--- src/rtl/alu_arbiter.sv ---
// Round-robin arbiter sharing one combinational ALU between two requesters.
// Optional macro ALU_ARB_ILLEGAL_OP_EN adds rsp_err and zeroes data on bad opcodes.
module alu_arbiter_alu #(
    parameter int XLEN = 32,
    parameter int OPW  = 4
) (
    input  logic [XLEN-1:0] a_i,
    input  logic [XLEN-1:0] b_i,
    input  logic [OPW-1:0]  op_i,
    output logic [XLEN-1:0] y_o
);
    localparam logic [OPW-1:0] ADD_ALU = OPW'(0);
    localparam logic [OPW-1:0] SUB_ALU = OPW'(1);
    localparam logic [OPW-1:0] AND_ALU = OPW'(2);
    localparam logic [OPW-1:0] OR_ALU  = OPW'(3);
    localparam logic [OPW-1:0] SLL_ALU = OPW'(4);
    localparam logic [OPW-1:0] SRA_ALU = OPW'(5);

    always_comb begin
        y_o = 'x;
        case (op_i)
            ADD_ALU: y_o = a_i + b_i;
            SUB_ALU: y_o = a_i - b_i;
            AND_ALU: y_o = a_i & b_i;
            OR_ALU:  y_o = a_i | b_i;
            SLL_ALU: y_o = a_i << b_i[4:0];
            SRA_ALU: y_o = $signed(a_i) >>> b_i[4:0];
            default: y_o = 'x;
        endcase
    end
endmodule

module alu_arbiter #(
    parameter int XLEN = 32,
    parameter int OPW  = 4
) (
    input  logic            clk,
    input  logic            rst_n,
    input  logic            req0_valid,
    output logic            req0_ready,
    input  logic [XLEN-1:0] req0_rs1,
    input  logic [XLEN-1:0] req0_rs2,
    input  logic [OPW-1:0]  req0_op,
    input  logic            req1_valid,
    output logic            req1_ready,
    input  logic [XLEN-1:0] req1_rs1,
    input  logic [XLEN-1:0] req1_rs2,
    input  logic [OPW-1:0]  req1_op,
    output logic            rsp_valid,
    input  logic            rsp_ready,
    output logic [XLEN-1:0] rsp_data,
`ifdef ALU_ARB_ILLEGAL_OP_EN
    output logic            rsp_err,
`endif
    output logic            rsp_id
);
    typedef enum logic {
        IDLE = 1'b0,
        RESP = 1'b1
    } state_e;

    state_e          state_q, state_d;
    logic            last_q, last_d;
    logic [XLEN-1:0] data_q, data_d;
    logic            id_q, id_d;
    logic            can_accept;
    logic            gnt0, gnt1;
    logic [XLEN-1:0] alu_a, alu_b, alu_y;
    logic [OPW-1:0]  alu_op;

    assign can_accept = (state_q == IDLE) | rsp_ready;

    // Each ready looks only at the other side's valid, never its ready.
    assign gnt0 = can_accept & req0_valid & (~req1_valid | last_q);
    assign gnt1 = can_accept & req1_valid & (~req0_valid | ~last_q);

    assign req0_ready = gnt0;
    assign req1_ready = gnt1;

    always_comb begin
        alu_a  = '0;
        alu_b  = '0;
        alu_op = '0;
        unique case (1'b1)
            gnt0: begin
                alu_a  = req0_rs1;
                alu_b  = req0_rs2;
                alu_op = req0_op;
            end
            gnt1: begin
                alu_a  = req1_rs1;
                alu_b  = req1_rs2;
                alu_op = req1_op;
            end
            default: ;
        endcase
    end

    alu_arbiter_alu #(
        .XLEN (XLEN),
        .OPW  (OPW)
    ) u_alu (
        .a_i  (alu_a),
        .b_i  (alu_b),
        .op_i (alu_op),
        .y_o  (alu_y)
    );

`ifdef ALU_ARB_ILLEGAL_OP_EN
    logic err_q, err_d;
    logic op_legal;

    assign op_legal = (alu_op <= OPW'(5));
    assign rsp_err  = err_q;
`endif

    always_comb begin
        state_d = state_q;
        last_d  = last_q;
        data_d  = data_q;
        id_d    = id_q;
`ifdef ALU_ARB_ILLEGAL_OP_EN
        err_d   = err_q;
`endif
        if (gnt0 | gnt1) begin
            state_d = RESP;
            id_d    = gnt1;
            last_d  = gnt1;
`ifdef ALU_ARB_ILLEGAL_OP_EN
            data_d  = op_legal ? alu_y : '0;
            err_d   = ~op_legal;
`else
            data_d  = alu_y;
`endif
        end else if (state_q == RESP && rsp_ready) begin
            state_d = IDLE;
        end
    end

    always_ff @(posedge clk or negedge rst_n) begin
        if (!rst_n) begin
            state_q <= IDLE;
            last_q  <= 1'b1;
            data_q  <= '0;
            id_q    <= 1'b0;
`ifdef ALU_ARB_ILLEGAL_OP_EN
            err_q   <= 1'b0;
`endif
        end else begin
            state_q <= state_d;
            last_q  <= last_d;
            data_q  <= data_d;
            id_q    <= id_d;
`ifdef ALU_ARB_ILLEGAL_OP_EN
            err_q   <= err_d;
`endif
        end
    end

    assign rsp_valid = (state_q == RESP);
    assign rsp_data  = data_q;
    assign rsp_id    = id_q;
endmodule

--- config.mk ---
export PLATFORM = sky130hd
export DESIGN_NAME = alu_arbiter
export DESIGN_NICKNAME = d
export VERILOG_FILES = /design/src/rtl/alu_arbiter.sv
export SDC_FILE = /design/constraint.sdc
export NUM_CORES = 1
export LEC_CHECK = 0
export BUFFER_PORTS_ARGS = -buffer_cell sky130_fd_sc_hd__buf_2
export CAP_MARGIN = 5
export CORE_UTILIZATION = 30
export CTS_BUF_LIST = sky130_fd_sc_hd__clkbuf_8
export DETAILED_ROUTE_END_ITERATION = 16
export GPL_ROUTABILITY_DRIVEN = 0
export HOLD_SLACK_MARGIN = 0.05
export SETUP_SLACK_MARGIN = 0.3
export SYNTH_ARGS = -nofsm -noshare
export SYNTH_HDL_FRONTEND = slang
export SYNTH_HIERARCHICAL = 1
export SYNTH_SLANG_ARGS = --single-unit
--- constraint.sdc ---
create_clock -name clk -period 16.42 [get_ports clk]
set_input_delay 3.284 -clock clk [delete_from_list [all_inputs] [get_ports clk]]
set_output_delay 3.284 -clock clk [all_outputs]
set_load 0.1 [all_outputs]
# ---- Yosys cells after proc, flatten, opt, wreduce, memory -nomap -nowiden
# Index checks and enable logic that the tools add are counted.
dict set report word_totals {
  mem_bits_rw 0
  inputBits 141
  latch_bits 0
  mem_bits_ro 0
  n_memories 0
  register_bits 35
  out_inout_bits 36
}
dict set report classes {
  n_addsub 2
  div_mod_pow 0
  mux 6
  shift 2
  mul 0
  n_lt_le_gt_ge 0
  bitwise_logic 14
  reduce_logical 3
  eq_ne 5
}
# operator count
set ops {}
lappend ops {{$pmux 32 s6} 1}
lappend ops {{$pmux 32 s2} 2}
lappend ops {{$add 32x32->32} 1}
lappend ops {{$and 32x32->32} 1}
lappend ops {{$or 32x32->32} 1}
lappend ops {{$shl 32x5->32} 1}
lappend ops {{$sshr 32x5->32} 1}
lappend ops {{$sub 32x32->32} 1}
lappend ops {{$eq 4x2->1 const B} 2}
lappend ops {{$eq 4x3->1 const B} 2}
lappend ops {{$pmux 4 s2} 1}
lappend ops {{$and 1x1->1} 4}
lappend ops {{$eq 4x1->1 const B} 1}
lappend ops {{$logic_not 4->1} 1}
lappend ops {{$not 1->1} 4}
lappend ops {{$or 1x1->1} 4}
lappend ops {{$mux 1} 2}
lappend ops {{$reduce_bool 2->1} 1}
lappend ops {{$logic_and 1x1->1} 1}

# ---- Depth between registers and ports, before layout
dict set report logic_depth {
  depth_word 7
  mapped_depth 27
  ltp_nobuf 20
}

# ---- Cells and area by module
# The synthesis kept the hierarchy.
# module area_each_um2 instances cells_per_inst
set by_module_without_submodules {}
lappend by_module_without_submodules {alu_arbiter_alu 6705.2 1 887}
lappend by_module_without_submodules {alu_arbiter 2016.9 1 166}

# ---- Worst setup path after synthesis
# No wires, ideal clock.
dict set report synth_path {
  path_type {input-to-reg}
  startpoint {input rsp_ready}
  endpoint {register data_q[31] (netlist: rsp_data[31])}
  path_stages 27
  path_slack_ps 8322
  arrival_time_ps 7973
  required_time_ps 16295
  setup_time_ps 125
  n_path_buf 7
  path_cell_list {nand2b_4 and3_1 buf_6 buf_6 a22o_1 buf_6 buf_12 buf_12 buf_2 inv_1 ha_1 nand3_1 nor2b_1 nand3_1 o31a_1 xnor2_1 ha_1 clkbuf_1 nand4_1 nor2_1 a211oi_1 o21ai_0 and2b_2 a2111oi_4 xnor2_1 o21ai_1 mux2_2}
}
dict set report synth_via {
  elab_chain_cells 6
  elab_cells_between_ends 22
}
# item line
set synth_lines {}
lappend synth_lines {{start, declared} 50} ;# input logic rsp_ready,
lappend synth_lines {{$or 1x1->1 (*)} 71} ;# assign can_accept = (state_q == IDLE) | rsp_ready;
lappend synth_lines {{$and 1x1->1, on equally long branches (2 in a row)} {75, 74}}
lappend synth_lines {{$pmux 32 s2 (*)} 84} ;# unique case (1'b1)
lappend synth_lines {{via alu_b[0]} 68} ;# logic [XLEN-1:0] alu_a, alu_b, alu_y;
lappend synth_lines {{$sub 32x32->32 (tied with other cells)} 23} ;# SUB_ALU: y_o = a_i - b_i;
lappend synth_lines {{$pmux 32 s6 (*)} 21} ;# case (op_i)
lappend synth_lines {{via alu_y[31]} 68}
lappend synth_lines {{end signal, assigned} 152} ;# data_q <= data_d;
lappend synth_lines {{end, declared} 64} ;# logic [XLEN-1:0] data_q, data_d;
# The timed path passes the listed nets; every way through them passes the cells marked *.
# A chain may end at the register's enable or synchronous reset.

# ---- Final worst setup path
# Same ends and word-level chain as after synthesis.

==> qor_table.md <==
| Item | Value | Unit |
| --- | --- | --- |
| Post-route insts no fill | 1542 | - |
| X dimension of the die | 173 | µm |
| Die outline height | 173 | µm |
| # port buffers | 176 | - |
| Row count | 62 | - |
| Largest net degree at the start of global routing | 71 | - |
| Final hold violations | 0 | - |
| Commonest cells after routing, fill and taps aside | sky130_fd_sc_hd__buf_2 (176), sky130_fd_sc_hd__nor2_1 (119), sky130_fd_sc_hd__a21oi_1 (71) | - |
| Flip-flop and latch count after synthesis | 35 | - |
| Cell at the root of the clock tree | sky130_fd_sc_hd__clkbuf_8 | - |
| Mean instance size in the synthesized netlist | 8.28 | µm² |
| Synth Warn # | 6 | - |
| Synthesized cell area | 0.00872 | mm² |
| Category of the worst setup path capture point | flip-flop | - |
| Worst endpoint data arrival time | 9110 | ps |
| Worst path cell trace | buf_2, nand2b_4, and3_2, buf_4, a22o_2, buf_4, inv_2, ha_1, nand3_1, nor2b_1, nand3_1, o31a_1, xnor2_1, ha_1, nand4_1, nor2_1, a211oi_1, o21ai_0, and2b_2, a2111oi_4, xnor2_1, o21ai_1, mux2_2 | - |
| Net count after synthesis | 1230 | - |
| Routing layer with the top usage in global route | met2 | - |
| Summed negative setup slack over all endpoints | 0 | ps |
| Slew at the pin closest to its max-slew limit | 1050 | ps |
| Pwr dens | 119 | mW/mm² |
| Path type of the worst setup path | in -> reg | - |
| GR Util met2 | 0.350 | - |
| R2r setup slk | 10160 | ps |
| Overall die area | 0.0298 | mm² |
| Longest individual stage delay on the worst path | 430 | ps |
| Launching instance or port of the critical path | rsp_ready | - |
| Vias per std cell | 6.13 | - |
| Worst vdd ir | 0.0000604 | V |
| Register area | 877 | µm² |
| Clock sink count | 35 | - |
| Hold path startpoint | rsp_data[14]$_DFFE_PN0P_ | - |
| First-iteration detailed-routing DRC count | 1446 | - |
| RSZ-0062 raised after global routing | false | - |
| Area growth from synthesis to layout | 12.2 | % |
| Area occupied by multi-input gates | 0.00729 | mm² |
| Num CTS Buffers | 5 | - |
| Final setup violating endpoints | 0 | - |
| Skew-Pair Late Insertion Delay | 300 | ps |
| Total of fill cells in the finished design | 3002 | - |
| Portion of the post-synthesis area used by sequential elements | 0.101 | - |
| Number of standard cells after synthesis | 1053 | - |
| Final count of pins violating max slew | 0 | - |
| Number of placed I/O pins | 177 | - |
| Cell total after placement | 1534 | - |
| Master of the slowest instance on the critical path | sky130_fd_sc_hd__inv_2 | - |
| Total congestion overflow after global routing | 0 | - |
| Synth Flop Type | sky130_fd_sc_hd__dfrtp_1 | - |
| Hold-fix buffers at CTS | 0 | - |
| Required time of the critical path | 16610 | ps |
| Final critical delay including setup and external delays | 8920 | ps |
| Launching point of the worst reg2reg path | last_q$_DFFE_PN1P_ | - |
| Bufs on Longest Clock Path | 2 | - |
| First-pass GRT wire length | 53.5 | mm |
| Total routing resource utilization after global routing | 0.228 | - |
| Post-Route WL | 34.7 | mm |
| Sum of net half-perimeters after detailed placement | 27.3 | mm |
| Core box area | 0.0286 | mm² |
| Status | finished, final reports clean | - |
| Via Count | 9448 | - |
| Kind of start point of the critical path | input pin | - |
| Async S/R FF share, synth | 1.00 | - |
| Number of enable flip-flop cells after synthesis | 0 | - |
| Clock-pin slew reported for the worst setup and hold paths after clock tree synthesis | 80 | ps |
| CTS tree | yes | - |
| Remaining DRCs | 0 | - |
| Slew Limit Headroom | 0.299 | - |
| Yosys cell types | 83 | - |
| Most common library cell in the layout ignoring fill and taps | sky130_fd_sc_hd__buf_2 | - |
| Critical path fanouts, max | 60 | - |
| Initial antenna violation count | 1 | - |
| Number of global-route vias before repair | 8951 | - |
| Number of detailed-route iterations in the first pass | 7 | - |
| Worst min path class | reg -> reg | - |
| Fraction of met1 tracks used by global routing | 0.314 | - |
| Met3 Track Usage GR | 0.0318 | - |
| Max-cap check violation count | 0 | - |
| Final layout net count | 1334 | - |
| Clock Skews | 7.87 | ps |
| Maximum level of the CTS H-tree | 2 | - |
| Timing-limited maximum frequency | 0.112 | GHz |
| Average wire per standard cell | 22.5 | µm |
| Final worst path period share | 0.543 | - |
| Setup repair bufs after CTS | 0 | - |
| Number of inserted diodes | 0 | - |
| Ratio of cells with drive above 1 in the final layout | 0.277 | - |
| Effective utilization at floorplan | 0.305 | - |
| Count of antenna-violating nets left after detailed routing | 0 | - |
| Leak Pwr | 4.23 | nW |
| Cells resized by post-CTS repair | 0 | - |
-- Yosys cell counts (27+ instances only) --
master                     count  area share
sky130_fd_sc_hd__o21ai_0      64       0.037
sky130_fd_sc_hd__mux4_2       44        0.11
sky130_fd_sc_hd__mux2_2       42       0.054
sky130_fd_sc_hd__dfrtp_1      34       0.098
sky130_fd_sc_hd__clkbuf_1     41       0.018
sky130_fd_sc_hd__ha_1         35       0.050
sky130_fd_sc_hd__nor2_1      119       0.051
sky130_fd_sc_hd__xor2_1       28       0.028
sky130_fd_sc_hd__mux2i_1      64       0.073
sky130_fd_sc_hd__a21oi_1      71       0.041
sky130_fd_sc_hd__maj3_1       31       0.036
sky130_fd_sc_hd__xnor2_1      27       0.027
sky130_fd_sc_hd__nand2_1      69       0.030
sky130_fd_sc_hd__a22o_1       68       0.068
-- cells by family (layout without fill, tap and decap cells) --
logic type / after synthesis / after routing / share of synthesized area
AO/OA/AOI/OAI: 334 / 334 / 0.269
XOR/XNOR: 55 / 55 / 0.0552
adder cells (fa/ha/maj): 67 / 67 / 0.0881
buffers and inverters: 107 / 212 / 0.0664
flip-flops: 35 / 35 / 0.101
multiplexers: 155 / 155 / 0.256
AND/OR/NAND/NOR: 300 / 300 / 0.165
-- state kept, by name, indices dropped and copies added, names as in the netlist --
name / cells
rsp_data: 32
last_q: 1
rsp_id: 1
rsp_valid: 1
-- critical path, delay by kind of cell --
family,cells,cell delay [ps]
AO/OA/AOI/OAI,6,1400
XOR/XNOR,2,280
adder cells (fa/ha/maj),2,710
buffers and inverters,4,1210
multiplexers,1,270
AND/OR/NAND/NOR,8,1870
-- metrics by stage --
| stage | hold WS (ps) | instance area [µm²] | setup slack [ps] | power [mW] | utilization |
|---|---|---|---|---|---|
| floorplan | 508 | 8720 | 8320 | 0.866 | - |
| global placement | 480 | 9690 | 7480 | 1.07 | 0.338 |
| detailed placement | 492 | 9690 | 7320 | 1.08 | 0.338 |
| CTS | 511 | 9780 | 7650 | 1.15 | 0.342 |
| global route | 526 | 9780 | 7240 | 1.23 | 0.342 |
| finish | 506 | 9780 | 7500 | 1.17 | 0.342 |
-- worst paths after layout --
kind | to | cells after the start
max | rsp_data[31]$_DFFE_PN0P_ | 23
min | rsp_data[14]$_DFFE_PN0P_ | 1
max reg2reg | rsp_data[31]$_DFFE_PN0P_ | 22
min reg2reg | rsp_data[14]$_DFFE_PN0P_ | 1
max in group asynchronous | rsp_data[12]$_DFFE_PN0P_ | 1
min in group asynchronous | rsp_data[17]$_DFFE_PN0P_ | 1
-- routing by layer --
metal,share of wire,vias up
met2,0.43,594
met1,0.43,4477
met3,0.087,116
met4,0.050,0
li1,-,4261
met5,0,-
-- area by class of cell --
class,count,area share
Tap cell,384,0.0491
Timing Repair Buffer,191,0.102
Clock buffer,5,0.00704
Multi-Input combinational cell,911,0.745
Sequential cell,35,0.0897
Clock inverter,3,0.00256
Inverter,13,0.00499
-- power by group --
part	switching, mW	total, mW	internal [mW]
Combinational	0.683	0.954	0.271
Clock	0.0359	0.0662	0.0303
Sequential	0.0218	0.147	0.125
Note: power is estimated with default switching activity, not from simulation.
